### src/rtl/rr_sel_arb.sv
// rr_sel_arb: 4-channel round-robin arbiter driving a 2-to-4 decoder (s = index, e = valid).
// All outputs are registered. Each tenure is followed by at least one e=0 bubble,
// so the decoded one-hot grant never jumps directly from one code to another.
// Optional tenure limit: define RR_SEL_ARB_TMO_EN to force a release after HOLD_MAX
// grant cycles. A forced release pulses tmo for one cycle.
module rr_sel_arb #(
  parameter int HOLD_MAX = 16,
  parameter int CNT_W    = 8
) (
  input  logic       clk,
  input  logic       rst,
  input  logic [3:0] req,
  input  logic       done,
  output logic [1:0] s,
  output logic       e,
  output logic       busy,
  output logic       tmo
);

  typedef enum logic {IDLE = 1'b0, GRANT = 1'b1} state_t;

  state_t     state, state_nxt;
  logic [1:0] ptr, ptr_nxt;
  logic [1:0] s_nxt;
  logic       e_nxt;
  logic [2:0] pick_res;

`ifdef RR_SEL_ARB_TMO_EN
  localparam logic [CNT_W-1:0] HOLD_LAST = CNT_W'(HOLD_MAX - 1);
  logic [CNT_W-1:0] cnt, cnt_nxt;
  logic             tmo_q, tmo_nxt;
`endif

  // The result is {found, index}. Scanning starts just past the last winner,
  // so the most recent winner has the lowest priority.
  function automatic logic [2:0] pick(input logic [3:0] r, input logic [1:0] p);
    logic       found;
    logic [1:0] idx;
    logic [1:0] win;
    found = 1'b0;
    win   = 2'b00;
    for (int k = 1; k <= 4; k++) begin
      idx = p + 2'(k);
      if (!found && r[idx]) begin
        found = 1'b1;
        win   = idx;
      end
    end
    return {found, win};
  endfunction

  assign pick_res = pick(req, ptr);

  // Compute the next state, grant index, valid flag, pointer and tenure counter.
  always_comb begin
    state_nxt = state;
    ptr_nxt   = ptr;
    s_nxt     = s;
    e_nxt     = e;
`ifdef RR_SEL_ARB_TMO_EN
    cnt_nxt   = cnt;
    tmo_nxt   = 1'b0;
`endif
    case (state)
      IDLE: begin
        e_nxt = 1'b0;
        if (pick_res[2]) begin
          s_nxt     = pick_res[1:0];
          ptr_nxt   = pick_res[1:0];
          e_nxt     = 1'b1;
          state_nxt = GRANT;
`ifdef RR_SEL_ARB_TMO_EN
          cnt_nxt   = '0;
`endif
        end
      end
      GRANT: begin
        if (done || !req[s]) begin
          e_nxt     = 1'b0;
          state_nxt = IDLE;
        end
`ifdef RR_SEL_ARB_TMO_EN
        else if (cnt == HOLD_LAST) begin
          e_nxt     = 1'b0;
          state_nxt = IDLE;
          tmo_nxt   = 1'b1;
        end else begin
          cnt_nxt = cnt + 1'b1;
        end
`endif
      end
      default: begin
        e_nxt     = 1'b0;
        state_nxt = IDLE;
      end
    endcase
  end

  // Register the state and outputs. Reset gives channel 0 first priority (ptr = 3).
  always_ff @(posedge clk) begin
    if (rst) begin
      state <= IDLE;
      ptr   <= 2'b11;
      s     <= 2'b00;
      e     <= 1'b0;
`ifdef RR_SEL_ARB_TMO_EN
      cnt   <= '0;
      tmo_q <= 1'b0;
`endif
    end else begin
      state <= state_nxt;
      ptr   <= ptr_nxt;
      s     <= s_nxt;
      e     <= e_nxt;
`ifdef RR_SEL_ARB_TMO_EN
      cnt   <= cnt_nxt;
      tmo_q <= tmo_nxt;
`endif
    end
  end

  assign busy = e;

`ifdef RR_SEL_ARB_TMO_EN
  assign tmo = tmo_q;
`else
  assign tmo = 1'b0;
`endif

endmodule

### config.mk
export PLATFORM = sky130hd
export DESIGN_NAME = rr_sel_arb
export DESIGN_NICKNAME = d
export VERILOG_FILES = /design/src/rtl/rr_sel_arb.sv
export SDC_FILE = /design/constraint.sdc
export NUM_CORES = 1
export LEC_CHECK = 0
export CAP_MARGIN = 20
export CORE_AREA = 2 2 39 41
export CTS_CLUSTER_SIZE = 20
export DETAILED_ROUTE_END_ITERATION = 6
export DIE_AREA = 0 0 41 43
export GPL_ROUTABILITY_DRIVEN = 0
export REMOVE_ABC_BUFFERS = 1
export SETUP_SLACK_MARGIN = 0.2
export SLEW_MARGIN = 20
export SYNTH_ARGS = -nofsm -noshare
export SYNTH_HDL_FRONTEND = slang
export SYNTH_SLANG_ARGS = --single-unit
### constraint.sdc
create_clock -name clk -period 1.2 [get_ports clk]
set_clock_uncertainty 0.1 [all_clocks]
set_input_delay 0.18 -clock clk [delete_from_list [all_inputs] [get_ports clk]]
set_output_delay 0.18 -clock clk [all_outputs]
set_load 0.02 [all_outputs]
======== Yosys cells after proc, flatten, opt, wreduce, memory -nomap -nowiden ========
Cells that the tools add are included.
cells by class
  shift-type cells ........................ 0
  $mul .................................... 0
  divide/modulo/power cells ............... 0
  muxes and demuxes ....................... 23
  eq/ne operators ......................... 1
  magnitude comparators ................... 5
  add/subtract/negate cells ............... 3
  bitwise gates (word level) .............. 1
  reductions and logical operators ........ 9
operator list
  kind                 count
  $lt 2x3->1 const B   5
  $mux 1               12
  $bmux 1 s2           5
  $mux 2               4
  $add 2x2->2 const B  2
  $logic_not 1->1      4
  $pmux 1 s2           2
  $logic_and 1x1->1    3
  $add 2x1->2 const B  1
  $ne 2x1->1 const B   1
  $reduce_and 2->1     1
  $logic_or 1x1->1     1
  $not 1->1            1
word-level totals
  memory bits (writable) .................. 0
  output and inout bits ................... 5
  latch bits .............................. 0
  register bits after elaboration ......... 6
  bits of input ports ..................... 7
  ROM bits ................................ 0
  logic and storage cells ................. 46
  memories ................................ 0

======== Depth between registers and ports, before layout ========
Gate-level depths: netlist of run 1.
  word-level depth ........................ 15
  gate-level depth with buffers ........... 4
  gate-level depth less buffers ........... 3

======== Least setup slack after synthesis of run 1 ========
No wires, ideal clock.
  path kind ............................... register -> register
  start point ............................. reg s[0]
  end point ............................... reg e, in the netlist busy
  setup slack ............................. -99 ps
  data required time ...................... 973 ps
  period minus slack after synthesis ...... 1299 ps
  cell stages (with the launch flop) ...... 4
  path buffers ............................ 0
  library setup time ...................... 127 ps
  arrival ................................. 1072 ps
  cells stage by stage .................... dfxtp_1 > mux2_2 > a2bb2oi_1 > o22ai_1
on the way
  word-level cells in the longest chain between the ends .. 5
ends and longest elaborated chain
  element                       RTL line  source
  start: declaration            14        output logic [1:0] s,
  start signal: assignment      113       s <= s_nxt;
  $bmux 1 s2                    78        if (done || !req[s]) begin
  $mux 1 (not written as such)  78
  $logic_not 1->1               78
  $logic_or 1x1->1              78
  $ne 2x1->1 (no source line)   n/a
  end signal: assignment        114       e <= e_nxt;
  end: declaration              15        output logic e,
Every way passes these cells. The select of a mux whose other input is x is not followed.
A chain may end at the register's enable or synchronous reset.

======== Worst setup path in the final report of run 1 ========
  start point ............................. reg ptr[1]
  end point ............................... reg ptr[0]
on the way
  word-level cells in the longest chain between the ends .. 14
  elaborated cells on any way between the ends .. 26
  classes of those cells .................. add/sub (3); mux (16); reduce/logical (7)
ends and longest elaborated chain
  element                            RTL line  source
  start: declaration                 23        logic [1:0] ptr, ptr_nxt;
  start signal: assignment           112       ptr <= ptr_nxt;
  $add 2x1->2                        43        idx = p + 2'(k);
  $bmux 1 s2                         44        if (!found && r[idx]) begin
  $mux 1 (not written as such)       44
  $mux 1                             44
  $logic_not 1->1                    44
  $logic_and 1x1->1                  44
  $mux 1                             44
  $logic_not 1->1                    44
  $logic_and 1x1->1                  44
  $mux 1                             44
  $logic_not 1->1                    44
  $logic_and 1x1->1                  44
  $mux 1                             44
  $reduce_and 2->1 (no source line)  n/a
Parallel ways exist; a longest one is shown, timed or not. The select of a mux whose other input is x is not followed.

==> flow_metrics.env, run 1 <==
export IMPL_holdWs_ps=400
export IMPL_mostFrequentLayoutCells="10 x buf_4, 6 x buf_6, 4 x dfxtp_2, 4 x dlygate4sd2_1"
export IMPL_yosys_top_cells_area="dfxtp_1 29%, nor4_4 5.1%, nand2b_1 4.5%, o311ai_2 3.9%, o41ai_2 3.9%"
export IMPL_hold_buffers=0
export IMPL_synth_avg_cell_area_um2=9.92
export IMPL_synth_edff_count=0
export IMPL_clock_path_buffers=2
export IMPL_cp_cell_sequence="mux2_4, a211oi_4, a32oi_1"
export IMPL_io_pins=12
export IMPL_fmax_mhz=814
export IMPL_worstSetupStartpointType="register"
export IMPL_reg2regPathDepth=3
export IMPL_nNetsFinal=73
export IMPL_min_period_over_period_pct=102
export IMPL_holdCritPathClass="reg2reg"
export IMPL_dieArea_um2=1760
export IMPL_drive_gt1_share_pct=57.8
export IMPL_synth_top_area_share_pct=28.8
export IMPL_hpwl_um=708
export IMPL_synth_cells=42
export IMPL_violations="setup timing"
export IMPL_wl_per_cell_um=13.0
export IMPL_yosysWarningCount=0
export IMPL_grt_start_max_net_pins=7
export IMPL_grt_pass1_vias=365
export IMPL_synthArstFlopShare_pct=0
export IMPL_period_needed_ps=1230
export IMPL_firstDrtPassIters=3
export IMPL_drc=0
export IMPL_max_cap_violations=0
export IMPL_die_w_um=41
export IMPL_viasPerCell=4.99
export IMPL_yosys_area_top_type="dfxtp_1"
export IMPL_dp_slack_ps=-458
export IMPL_io_buffers=10
export IMPL_setup_viol=3
export IMPL_place_area_um2=584
export IMPL_grt_antenna_before_repair=0
export IMPL_syn_area_um2=417
export IMPL_synthFlopType="dfxtp_1"
export IMPL_syn_to_final_growth_pct=61.6
export IMPL_antenna_cells=0
export IMPL_crit_fanout=2
export IMPL_clkLatencyLatePin_ps=250
export IMPL_ys_types=30
export IMPL_holdPathStages=2
export IMPL_htree_num_levels=1
export IMPL_core_area_um2=1380
export IMPL_drtAntennaViolNets=0
export IMPL_final_common_cell="buf_4"
export IMPL_p_leak_nw=0.285
export IMPL_ir_worst_vdd_mv=0.571
export IMPL_worstPathArrival_ps=1250
export IMPL_fillers=136
export IMPL_maxSlewViolCount=0
export IMPL_fin_ws_ps=-28.8
export IMPL_worstSetupPathDepth=3
export IMPL_vias=399
export IMPL_root_buffer="clkbuf_4"
export IMPL_crit_family="compound AO/OA/AOI/OAI gates"
export IMPL_die_y_um=43
export IMPL_endpoint_kind="register"
export IMPL_final_cell_area_um2=673
export IMPL_routed_wl_um=1040
export IMPL_hold_violations=0
export IMPL_seq_area_frac_synth_pct=28.8
export IMPL_cp_num_buf_inv=0
export IMPL_rows=14
export IMPL_ys_seq_elements=6
export IMPL_drt_iter0_markers=15
export IMPL_clk_pin_slew_worst_paths_ps=50
export IMPL_grt_setup_unrepaired="true"
export IMPL_numCtsBuffers=3
export IMPL_grt_pass1_wl_um=1520
export IMPL_cts_tree="built"
export IMPL_worstSetupPathType="reg2reg"
export IMPL_grt_use_total_pct=12.6
export IMPL_fin_util_pct=48.6
export IMPL_p_per_area_nw_per_um2=1080
export IMPL_status="finished, violations left"
export IMPL_grt_ovfl_total=0
export IMPL_start_util_pct=30.1
export IMPL_clock_sinks=6
export IMPL_critPathSlowestCell="dfxtp_2"
export IMPL_crit_required_ps=1220
export IMPL_max_stage_delay_ps=330
[worst paths after layout]
| path | endpoint | start | slack, ps |
|---|---|---|---|
| min | busy | busy | 400 |
| max reg2reg | ptr[0] | ptr[1] | -30 |
| min reg2reg | busy | busy | 400 |
| max | ptr[0] | ptr[1] | -30 |
[cells by family (layout without fill, tap and decap cells)]
group	count (synthesis)	after routing	share of synthesized area (%)
AO/OA/AOI/OAI	15	15	34.2
buffers and inverters	5	27	6.61
flip-flops	6	6	28.8
multiplexers	3	3	8.71
other	1	1	0.900
AND/OR/NAND/NOR	12	12	20.7
[worst min-delay path, stage by stage (launching register included)]
cell and delay (ps):
dfxtp_2 330, nand2_1 60, o22ai_1 70
[power breakdown]
group | leakage, nW | switching (W) | internal (W)
registers | 0.0512 | 0.0000288 | 0.000228
logic | 0.220 | 0.000120 | 0.000159
clock network | 0.0138 | 0.0000756 | 0.000113
total | 0.285 | 0.000225 | 0.000501
[synthesized netlist by cell type (all sizes together), types with 2 or more instances]
cell type  count
nand2b         3
inv            2
nand2          2
nand3b         2
buf            2
dfxtp          6
a21oi          2
mux2           2
[state kept, by name (all words and copies together) (netlist names)]
register  cells
ptr           2
state         1
busy          1
s             2
[metrics by stage]
| step | instances | setup TNS, ps | total power, W |
|---|---|---|---|
| after floorplan | 39 | -368 | 0.000374 |
| after global routing | 80 | -259 | 0.000761 |
| after CTS | 79 | -18.4 | 0.000711 |
| final | 80 | -60.8 | 0.000726 |
| after detailed placement | 74 | -2510 | 0.000490 |
| after global placement | 74 | -2540 | 0.000490 |
[layout make-up]
class,instances,area [um2],share of cell area (%)
clock buffers,3,22.5,3.35
inverters,2,7.51,1.12
multi-input cells,31,297,44.1
flip-flops and latches,6,129,19.1
well taps,16,20.0,2.97
repair buffers,22,198,29.4
[routing by layer]
metal	part of all wire, %	track usage, %	wire length (um)	vias up
li1	-	-	-	200
met1	50	16.8	520	187
met2	44	19.1	454	12
met3	6.3	4.71	65	0
met4	0	2.00	0	0
met5	0	0	0	-
[repair_timing]
item                       CTS  global route
pin swaps                    7             2
gates resized for setup     37             5
buffers inserted             2             1
setup endpoints to repair   10            10
(Power assumes the default switching activity.)
==> run 2, diff against run 1 <==
- PLACE_DENSITY_LB_ADDON: unset -> 0.1
- clock period: 1.2 -> 1.6 ns (I/O delays scaled with it)
==> run 2 against run 1 <==
Compared with the run above:
- the run now ends clean
- non-clock buffer count fell by 7
- flip-flop and latch count did not move
- cell count fell by 8.8%
- combinational power fell by 47%
- critical path depth fell by 2
- critical endpoint is now s[0]
- largest power group is now registers
==> flow_metrics.env, run 2 (same netlist as run 1, synthesis figures left out) <==
export IMPL_status="finished clean"
export IMPL_power_total_w=0.000480
export IMPL_final_common_cell="dlygate4sd2_1"
export IMPL_cts_tree="built"
export IMPL_hold_violations=0
export IMPL_crit_required_ps=1260
export IMPL_drtAntennaViolNets=0
export IMPL_p_leak_nw=0.248
export IMPL_core_area_um2=1380
export IMPL_holdPathStages=2
export IMPL_grt_pass1_wl_um=1460
export IMPL_mostFrequentLayoutCells="6 x dlygate4sd2_1, 5 x dfxtp_1, 5 x buf_4"
export IMPL_holdWs_ps=372
export IMPL_nNetsFinal=66
export IMPL_worstSetupPathType="reg2out"
export IMPL_p_per_area_nw_per_um2=829
export IMPL_viasPerCell=5.07
export IMPL_fmax_mhz=756
export IMPL_worstPathArrival_ps=980
export IMPL_drt_iter0_markers=2
export IMPL_hold_end="busy"
export IMPL_clk_pin_slew_worst_paths_ps=50
export IMPL_drc=0
export IMPL_dieArea_um2=1760
export IMPL_reg2regPathDepth=3
export IMPL_endpoint_kind="output port"
export IMPL_htree_num_levels=1
export IMPL_hpwl_um=742
export IMPL_period_needed_ps=1320
export IMPL_die_y_um=43
export IMPL_routed_wl_um=960
export IMPL_fin_util_pct=41.9
export IMPL_drive_gt1_share_pct=35.1
export IMPL_holdCritPathClass="reg2reg"
export IMPL_grt_use_total_pct=13.2
export IMPL_grt_start_max_net_pins=10
export IMPL_io_pins=12
export IMPL_rows=14
export IMPL_root_buffer="clkbuf_4"
export IMPL_antenna_cells=0
export IMPL_die_w_um=41
export IMPL_cp_num_buf_inv=1
export IMPL_grt_antenna_before_repair=0
export IMPL_crit_family="flip-flops"
export IMPL_start_util_pct=30.1
export IMPL_vias=370
export IMPL_critPathSlowestCell="dfxtp_1"
export IMPL_regToRegEndpoint="ptr[0]"
export IMPL_rrSetupSlack_ps=300
export IMPL_clock_path_buffers=2
export IMPL_io_buffers=10
export IMPL_min_period_over_period_pct=82.7
export IMPL_min_from="busy"
export IMPL_grt_pass1_vias=347
export IMPL_firstDrtPassIters=2
export IMPL_max_cap_violations=0
export IMPL_dp_slack_ps=-117
export IMPL_wl_per_cell_um=13.2
export IMPL_clkLatencyLatePin_ps=240
export IMPL_crit_fanout=4
export IMPL_grt_setup_unrepaired="false"
export IMPL_worstSetupStartpointType="register"
export IMPL_grt_ovfl_total=0
export IMPL_fin_ws_ps=277
export IMPL_syn_to_final_growth_pct=39.0
export IMPL_clock_sinks=6
export IMPL_max_stage_delay_ps=410
export IMPL_maxSlewViolCount=0
export IMPL_hold_buffers=0
export IMPL_numCtsBuffers=3
export IMPL_r2r_start="ptr[1]"
export IMPL_cp_cell_sequence="clkdlybuf4s15_1"
export IMPL_setup_viol=0
export IMPL_top_regs="ptr: 2 flops, s: 2 flops"
export IMPL_ir_worst_vdd_mv=0.539
[run 2: changes by cell type in the layout (fill, tap and decap cells not counted), moves of 2 or more]
cell	previous run	this run
buf_6	6	0
buf_4	10	5
dfxtp_1	1	5
dfxtp_2	4	1
dlygate4sd2_1	4	6
[run 2: routing by layer]
metal | wire, um | up-vias | GRT usage, % | share of wire (%)
li1 | - | 191 | - | -
met1 | 423 | 168 | 15.6 | 44
met2 | 482 | 11 | 19.4 | 50
met3 | 54 | 0 | 7.85 | 5.6
met4 | 0 | 0 | 4.00 | 0
met5 | 0 | - | 0 | 0
[run 2: per-stage QoR]
stage	cell area, um2	instances	setup TNS (ps)
after detailed placement	547	69	-517
after CTS	568	73	0
final	579	73	0
after floorplan	397	39	0
after global placement	547	69	-456
after global routing	579	73	0
[run 2: worst min-delay path, stage by stage, from the launching register on]
cell	delay (ps)
dfxtp_1	310
nand2_1	50
o22ai_1	60
[run 2: cell type report]
type                    count  area (um2)
fillers                   144         805
multi-input cells          31         275
repair buffers             15         133
inverters                   2        7.51
clock buffers               3        22.5
well taps                  16        20.0
flip-flops and latches      6         121
[run 2: report_power, final]
| part | leakage (nW) | internal [W] | switching, W |
|---|---|---|---|
| logic | 0.184 | 0.0000786 | 0.0000693 |
| registers | 0.0498 | 0.000169 | 0.0000252 |
| clock network | 0.0138 | 0.0000848 | 0.0000537 |
| total | 0.248 | 0.000332 | 0.000148 |
[run 2: worst max-delay path by stage]
stage,from,to,slack [ps],cells past startpoint
after global routing,s[0],s[0],210,1
after global placement,req[3],busy,-110,4
final,s[0],s[0],280,1
after detailed placement,req[3],busy,-120,4
after CTS,s[0],s[0],230,1
after floorplan,s[0],busy,300,3
[run 2: what timing repair did]
item | in CTS | in global routing
pin swaps | 1 | 0
gates resized for setup | 7 | 4
endpoints found under the setup margin | 9 | 5
setup buffers | 1 | 0
==> run 3, diff against run 2 <==
- clock period: 1.6 -> 1.37 ns (I/O delays scaled with it)
==> run 3 against run 2 <==
Compared with the run above:
- clock power rose by 24%
- flip-flop and latch count did not move
- non-clock buffer count rose by 2
- combinational power rose by 30%
- largest cell class unchanged
- largest power group unchanged
- highest routed layer is now met4
==> flow_metrics.env, run 3 (same netlist as run 1, synthesis figures left out) <==
export IMPL_cp_num_buf_inv=1
export IMPL_combPwrFrac_pct=32.6
export IMPL_io_pins=12
export IMPL_start_util_pct=30.1
export IMPL_worstSetupPathType="reg2reg"
export IMPL_p_clk_share_pct=29.0
export IMPL_antenna_cells=0
export IMPL_grt_setup_unrepaired="true"
export IMPL_reg2regPathDepth=4
export IMPL_hold_violations=0
export IMPL_ir_worst_vdd_mv=0.514
export IMPL_fillers=138
export IMPL_worstPathArrival_ps=1280
export IMPL_grt_pass1_vias=385
export IMPL_regToRegEndpoint="ptr[1]"
export IMPL_clock_path_buffers=2
export IMPL_p_int_w=0.000397
export IMPL_hpwl_um=760
export IMPL_grt_ovfl_total=0
export IMPL_mostFrequentLayoutCells="7 x buf_4, 4 x buf_2, 3 x nand2b_1, 3 x dfxtp_1, 3 x clkbuf_4"
export IMPL_cp_cell_sequence="buf_4, a21boi_1, o221a_2, o311ai_2"
export IMPL_fmax_mhz=812
export IMPL_clk_pin_slew_worst_paths_ps=50
export IMPL_grt_use_total_pct=14.6
export IMPL_final_cell_area_um2=588
export IMPL_clock_sinks=6
export IMPL_setup_viol=0
export IMPL_seqPwrFrac_pct=38.3
export IMPL_layout_cells_non_filler=75
export IMPL_place_area_um2=562
export IMPL_top_regs="ptr: 2 flops, s: 2 flops"
export IMPL_status="finished clean"
export IMPL_min_from="req[0]"
export IMPL_maxSlewViolCount=0
export IMPL_grt_start_max_net_pins=10
export IMPL_crit_family="compound AO/OA/AOI/OAI gates"
export IMPL_period_needed_ps=1230
export IMPL_rrSetupSlack_ps=140
export IMPL_max_stage_delay_ps=330
export IMPL_firstDrtPassIters=4
export IMPL_die_y_um=43
export IMPL_clkLatencyLatePin_ps=250
export IMPL_holdCritPathClass="in2reg"
export IMPL_wl_per_cell_um=13.6
export IMPL_hold_end="s[0]"
export IMPL_drive_gt1_share_pct=52.5
export IMPL_crit_required_ps=1420
export IMPL_r2r_start="ptr[1]"
export IMPL_crit_fanout=6
export IMPL_placed_cells=71
export IMPL_cts_tree="built"
export IMPL_io_buffers=10
export IMPL_p_per_area_nw_per_um2=1000
export IMPL_final_common_cell="buf_4"
export IMPL_syn_to_final_growth_pct=41.1
export IMPL_dp_slack_ps=-309
export IMPL_root_buffer="clkbuf_4"
export IMPL_viasPerCell=5.13
export IMPL_fin_setup_tns_ps=0
export IMPL_p_leak_nw=0.250
export IMPL_hold_buffers=0
export IMPL_rows=14
export IMPL_holdPathStages=3
export IMPL_swShare_pct=32.5
export IMPL_die_w_um=41
export IMPL_grt_antenna_before_repair=0
export IMPL_drt_iter0_markers=5
export IMPL_grt_pass1_wl_um=1700
export IMPL_vias=385
export IMPL_dieArea_um2=1760
export IMPL_endpoint_kind="register"
export IMPL_core_area_um2=1380
export IMPL_power_switching_w=0.000191
export IMPL_fin_ws_ps=138
export IMPL_nNetsFinal=68
export IMPL_critPathSlowestCell="dfxtp_2"
export IMPL_drc=0
export IMPL_holdWs_ps=315
export IMPL_min_period_over_period_pct=89.9
export IMPL_routed_wl_um=1020
export IMPL_htree_num_levels=1
export IMPL_numCtsBuffers=3
export IMPL_max_cap_violations=0
export IMPL_drtAntennaViolNets=0
export IMPL_worstSetupStartpointType="register"
==> run 3: worst min-delay path, cell delays in order <==
cell and delay, ps:
clkbuf_2 160, nand3b_1 160, a311oi_2 90
==> run 3: what timing repair did <==
| item | CTS | global route |
|---|---|---|
| gates resized for setup | 26 | 6 |
| pin swaps | 7 | 1 |
| setup endpoints to repair | 10 | 8 |
| setup buffers | 1 | 0 |
==> run 3: metal layers <==
metal / global-route usage (%) / part of all wire (%)
met4: 8.00 / 1.6
met5: 0 / 0
met1: 18.1 / 43
met3: 3.14 / 5.5
met2: 22.2 / 50
==> run 3: power groups by stage <==
stage	combinational, W	sequential, W	clock, W
after global placement	0.000192	0.000224	0
after CTS	0.000196	0.000225	0.000177
final	0.000192	0.000226	0.000171
after detailed placement	0.000194	0.000224	0
after floorplan	0.0000904	0.000238	0
after global routing	0.000207	0.000229	0.000188
==> run 3: worst max path at each step <==
| stage | from | end | slack, ps | cells after the start |
|---|---|---|---|---|
| after detailed placement | req[3] | ptr[0] | -310 | 4 |
| after global placement | req[1] | ptr[0] | -310 | 4 |
| after CTS | ptr[1] | ptr[1] | 130 | 4 |
| after global routing | ptr[1] | ptr[1] | 90 | 4 |
| final | ptr[1] | ptr[1] | 140 | 4 |
| after floorplan | s[0] | busy | 70 | 3 |
==> run 3: per-stage QoR <==
stage	total power [W]	utilization, %
6_report	0.000588	42.5
5_1_grt	0.000624	42.5
4_1_cts	0.000598	43.7
3_5_place_dp	0.000417	40.6
3_3_place_gp	0.000417	40.6
2_1_floorplan	0.000328	-
==> run 3: cell type report <==
| class | instances | area (um2) | area share [%] |
|---|---|---|---|
| Multi-Input combinational cell | 31 | 292 | 49.6 |
| Sequential cell | 6 | 126 | 21.5 |
| Tap cell | 16 | 20.0 | 3.40 |
| Timing Repair Buffer | 17 | 120 | 20.4 |
| Clock buffer | 3 | 22.5 | 3.83 |
| Inverter | 2 | 7.51 | 1.28 |
==> patch 1 (config.mk and constraints of run 1) <==
Make the reset (`rst`) asynchronous in one clocked block.
--- a/src/rtl/rr_sel_arb.sv
+++ b/src/rtl/rr_sel_arb.sv
@@ -98,5 +98,5 @@
 
   // Register the state and outputs. Reset gives channel 0 first priority (ptr = 3).
-  always_ff @(posedge clk) begin
+  always_ff @(posedge clk or posedge rst) begin
     if (rst) begin
       state <= IDLE;
Formal check against the unedited RTL: differs if rst is asserted again (counterexample within 4 cycles, from zero or initial values and one cycle with rst high); with rst held inactive, the same outputs for 10 cycles.
==> patch 1 against run 1 <==
  * Setup slack got worse by 0.055 ns
  * Sequential cell count did not move
  * Synthesized area fell by 11%
  * Count of clock-buffer cells in the layout did not move
  * Largest cell class unchanged
  * The flow still finishes with violations (setup timing)
  * Wire length fell by 17%
  * Global-route usage fell by 0.15 points
  * Via count fell by 11%
  * Synthesized cell count fell by 9.5%
  * Final area fell by 11%
Power is not compared: it rests on default switching activity, and its combinational part moved more than twofold at a synthesized area within 25%.
==> patch 1: results (changes against run 1) <==
| Metric | Value |
|---|---|
| VDD IR max | `1.04 mV` |
| Critical Path Slowest Stage Cell | `mux4_2` |
| Total track usage | `12.4% (-0.15 points)` |
| First-pass iteration count of the detailed router | `4 (+1)` |
| First-pass GRT wire length | `1440 um (-5.5%)` |
| Commonest cells in the netlist | `4 x dfrtp_1, 3 x inv_1, 3 x o21ai_0` |
| Mean Syn Cell Area | `9.81 um^2 (-1.1%)` |
| Top flop regs | `ptr (2), s (2)` |
| Via density | `4.78 (-4.1%)` |
| Pre-CTS setup slack | `-0.476 ns (-0.0176 ns)` |
| Slowest stage delay, CP | `0.52 ns (+0.19 ns)` |
| Layout cell share with drive strength beyond 1 | `46.6% (-11 points)` |
| R2R Path End | `busy$_DFFE_PP0P_` |
| # setup viols final | `4 (+1)` |
| Violated checks | `setup timing` |
| Placed cell area | `531 um^2 (-9.2%)` |
| Vias | `354 (-11%)` |
| Fraction of the yosys area taken by sequential cells | `40.9% (+12 points)` |
| Final WL | `863 um (-17%)` |
| Arr. time, crit path | `1.31 ns (+0.06 ns)` |
| Worst hold path class | `input pin to async pin` |
| Status | `complete, but fails checks` |
| Hold WS | `0.0501 ns (-0.350 ns)` |
| FILL cells | `149 (+9.6%)` |
| Setup TNS | `-0.239 ns (-0.178 ns)` |
| Placed instance count | `69 (-6.8%)` |
| Initial drt markers | `8 (-7)` |
| Largest net degree at the start of global routing | `9 (+2)` |
| Reg2Reg Depth | `2 (-1)` |
| Clock transition at path regs | `0.04 ns` |
| Final net count | `67 (-8.2%)` |
| Synth cell types | `24 (-20%)` |
| RR Startpoint | `s[0]$_DFFE_PP0P_` |
| Synth area leaders | `dfrtp_1 27%, dfstp_2 14%, mux4_2 6.0%` |
| CP delay by family, top | `multiplexers` |
| Final worst slack | `-0.0842 ns (-0.0554 ns)` |
| Asr flop ratio synth | `100% (+100 points)` |
| Worst skew pair latency | `0.23 ns (-0.02 ns)` |
| Hpwl dp | `620 um (-12%)` |
## patch 1: cell families after synthesis
| family | share of synthesized area [%] |
|---|---|
| AOI/OAI and AO/OA | 27.5 |
| and+or+nand+nor | 14.8 |
| DFF | 40.9 |
| buffers and inverters | 7.05 |
| muxes | 8.72 |
| other | 1.01 |
## patch 1: worst max-delay path by stage
stage                     startpoint          endpoint  slack [ns]  depth (start not counted)
detailed placement            req[3]  s[0]$_DFFE_PP0P_       -0.48                          4
CTS                 s[0]$_DFFE_PP0P_  busy$_DFFE_PP0P_       -0.12                          2
finish              s[0]$_DFFE_PP0P_  busy$_DFFE_PP0P_       -0.08                          2
global placement              req[3]  s[0]$_DFFE_PP0P_       -0.49                          4
floorplan           s[0]$_DFFE_PP0P_  busy$_DFFE_PP0P_       -0.26                          2
global route        s[0]$_DFFE_PP0P_   state$_DFF_PP0_       -0.13                          2
## patch 1: cell type report
class / count / share of cell area, %
Tap cell: 16 / 3.33
Clock buffer: 3 / 3.75
Inverter: 3 / 1.88
Multi-Input combinational cell: 27 / 38.3
Sequential cell: 6 / 25.4
Timing Repair Buffer: 19 / 27.3
## patch 1: repair_timing
action	4_1_cts	5_1_grt
pin swaps	6	2
resized for setup	32	5
endpoints found under the setup margin	10	10
buffers inserted	0	2
## patch 1: where the power goes
group | internal, mW | switching [mW]
Combinational | 0.403 | 0.317
Sequential | 0.337 | 0.146
Clock | 0.112 | 0.0591
## patch 1: metal layers
metal	vias to the layer above	track usage, %	wire [um]
li1	180	-	-
met1	164	16.4	412
met2	8	17.2	402
met3	2	1.57	37
met4	0	10.0	10
met5	-	0	0
==> patch 2 (flow settings as in run 1) <==
Without the edit above. Build with the macro `RR_SEL_ARB_TMO_EN` defined.
--- a/src/rtl/rr_sel_arb.sv
+++ b/src/rtl/rr_sel_arb.sv
@@ -4,4 +4,6 @@
 // Optional tenure limit: define RR_SEL_ARB_TMO_EN to force a release after HOLD_MAX
 // grant cycles. A forced release pulses tmo for one cycle.
+`define RR_SEL_ARB_TMO_EN
+
 module rr_sel_arb #(
   parameter int HOLD_MAX = 16,
Behaviour: no difference found for any inputs over 10 cycles, from zero or initial values and one cycle with rst high; that may be too few to reach the edited logic, so the function may still have changed.
==> patch 2 against run 1 <==
  * The flow still finishes with violations (setup timing)
  * First-iteration DRC count is 87% higher
  * Wire length grew to 2.7 times the old value
  * Synthesized area is 92% higher
  * Sequential cell count is 9 higher
  * Power is 70% higher
  * Final area is 93% higher
  * Critical path depth is 1 higher
  * Clock power is 59% higher
  * Setup slack worse by 0.38 ns
  * Maximum frequency is 24% lower
  * Via count is 130% higher
==> patch 2: results (changes against run 1) <==
| Metric | Value |
|---|---|
| Status | `complete, but fails checks` |
| Violated checks | `setup timing` |
| Post-synthesis adder-cell area fraction | `1.57% (+1.6 points)` |
| DR top layer | `met4` |
| Metal2 WL | `1440 um (+220%)` |
| Final worst slack | `-0.409 ns (-0.380 ns)` |
| Number of buffers added on ports | `11 (+1)` |
| WL/cell | `18.9 um (+45%)` |
| Vias in the first global route | `840 (+130%)` |
| Clock power frac | `24.5% (-1.5 points)` |
| Reg2Reg Depth | `4 (+1)` |
| Commonest cells in the netlist | `15 x dfxtp_1, 7 x a21oi_1, 6 x nand2_1, 6 x nor2_1` |
| R2R Path End | `busy$_SDFFE_PP0P_` |
| XOR/XNOR Fraction of Synth Area | `1.10% (+1.1 points)` |
| Largest net degree at the start of global routing | `9 (+2)` |
| Fraction of area in multi-input gates | `44.0% (-0.056 points)` |
| Pleak | `0.513 nW (+80%)` |
| Critical Path Slowest Stage Cell | `or4_4` |
| First-pass iteration count of the detailed router | `4 (+1)` |
| Total track usage | `31.2% (+19 points)` |
| Worst skew pair latency | `0.29 ns (+0.04 ns)` |
| HP Start | `cnt[1]$_SDFFE_PP0P_` |
| # setup viols final | `15 (+12)` |
| Vias | `929 (+130%)` |
| Wl on met1 | `1100 um (+110%)` |
| Power Total | `1.23 mW (+70%)` |
| Final WL | `2810 um (+170%)` |
| Metal3 WL | `156 um (+140%)` |
| Placed cell area | `1110 um^2 (+90%)` |
| Comb pwr share | `31.2% (-7.4 points)` |
| CLK BUF | `4 (+1)` |
| Clock network area share | `2.02% (-1.3 points)` |
| Worst Hold Path EP | `cnt[1]$_SDFFE_PP0P_` |
-- patch 2: cell types whose count changed after synthesis, sizes merged, moves of 2 or more --
cell | run 1 | this run
dfxtp | 6 | 15
nand2 | 2 | 8
nor2 | 1 | 7
a21oi | 2 | 7
o21ai | 1 | 5
or4 | 0 | 3
a2111oi | 0 | 2
mux2 | 2 | 0
nand3 | 0 | 2
nand4 | 0 | 2
o31ai | 0 | 2
or2b | 0 | 2
or3b | 0 | 2
-- patch 2: metal layers --
metal | GRT usage [%] | vias up
met5 | 0 | -
met4 | 12.7 | 0
met3 | 5.76 | 13
met2 | 53.1 | 41
met1 | 35.8 | 443
li1 | - | 432
-- patch 2: what timing repair did --
item,4_1_cts,5_1_grt
gates resized for setup,55,18
pin swaps,12,9
setup buffers,1,2
cloned,0,0
setup endpoints to repair,20,20
-- patch 2: worst max-delay path, delay by kind of cell, from the launching register on --
| family | cells | cell delay, ns |
|---|---|---|
| compound gates | 1 | 0.10 |
| flops | 1 | 0.33 |
| simple gates | 3 | 0.96 |
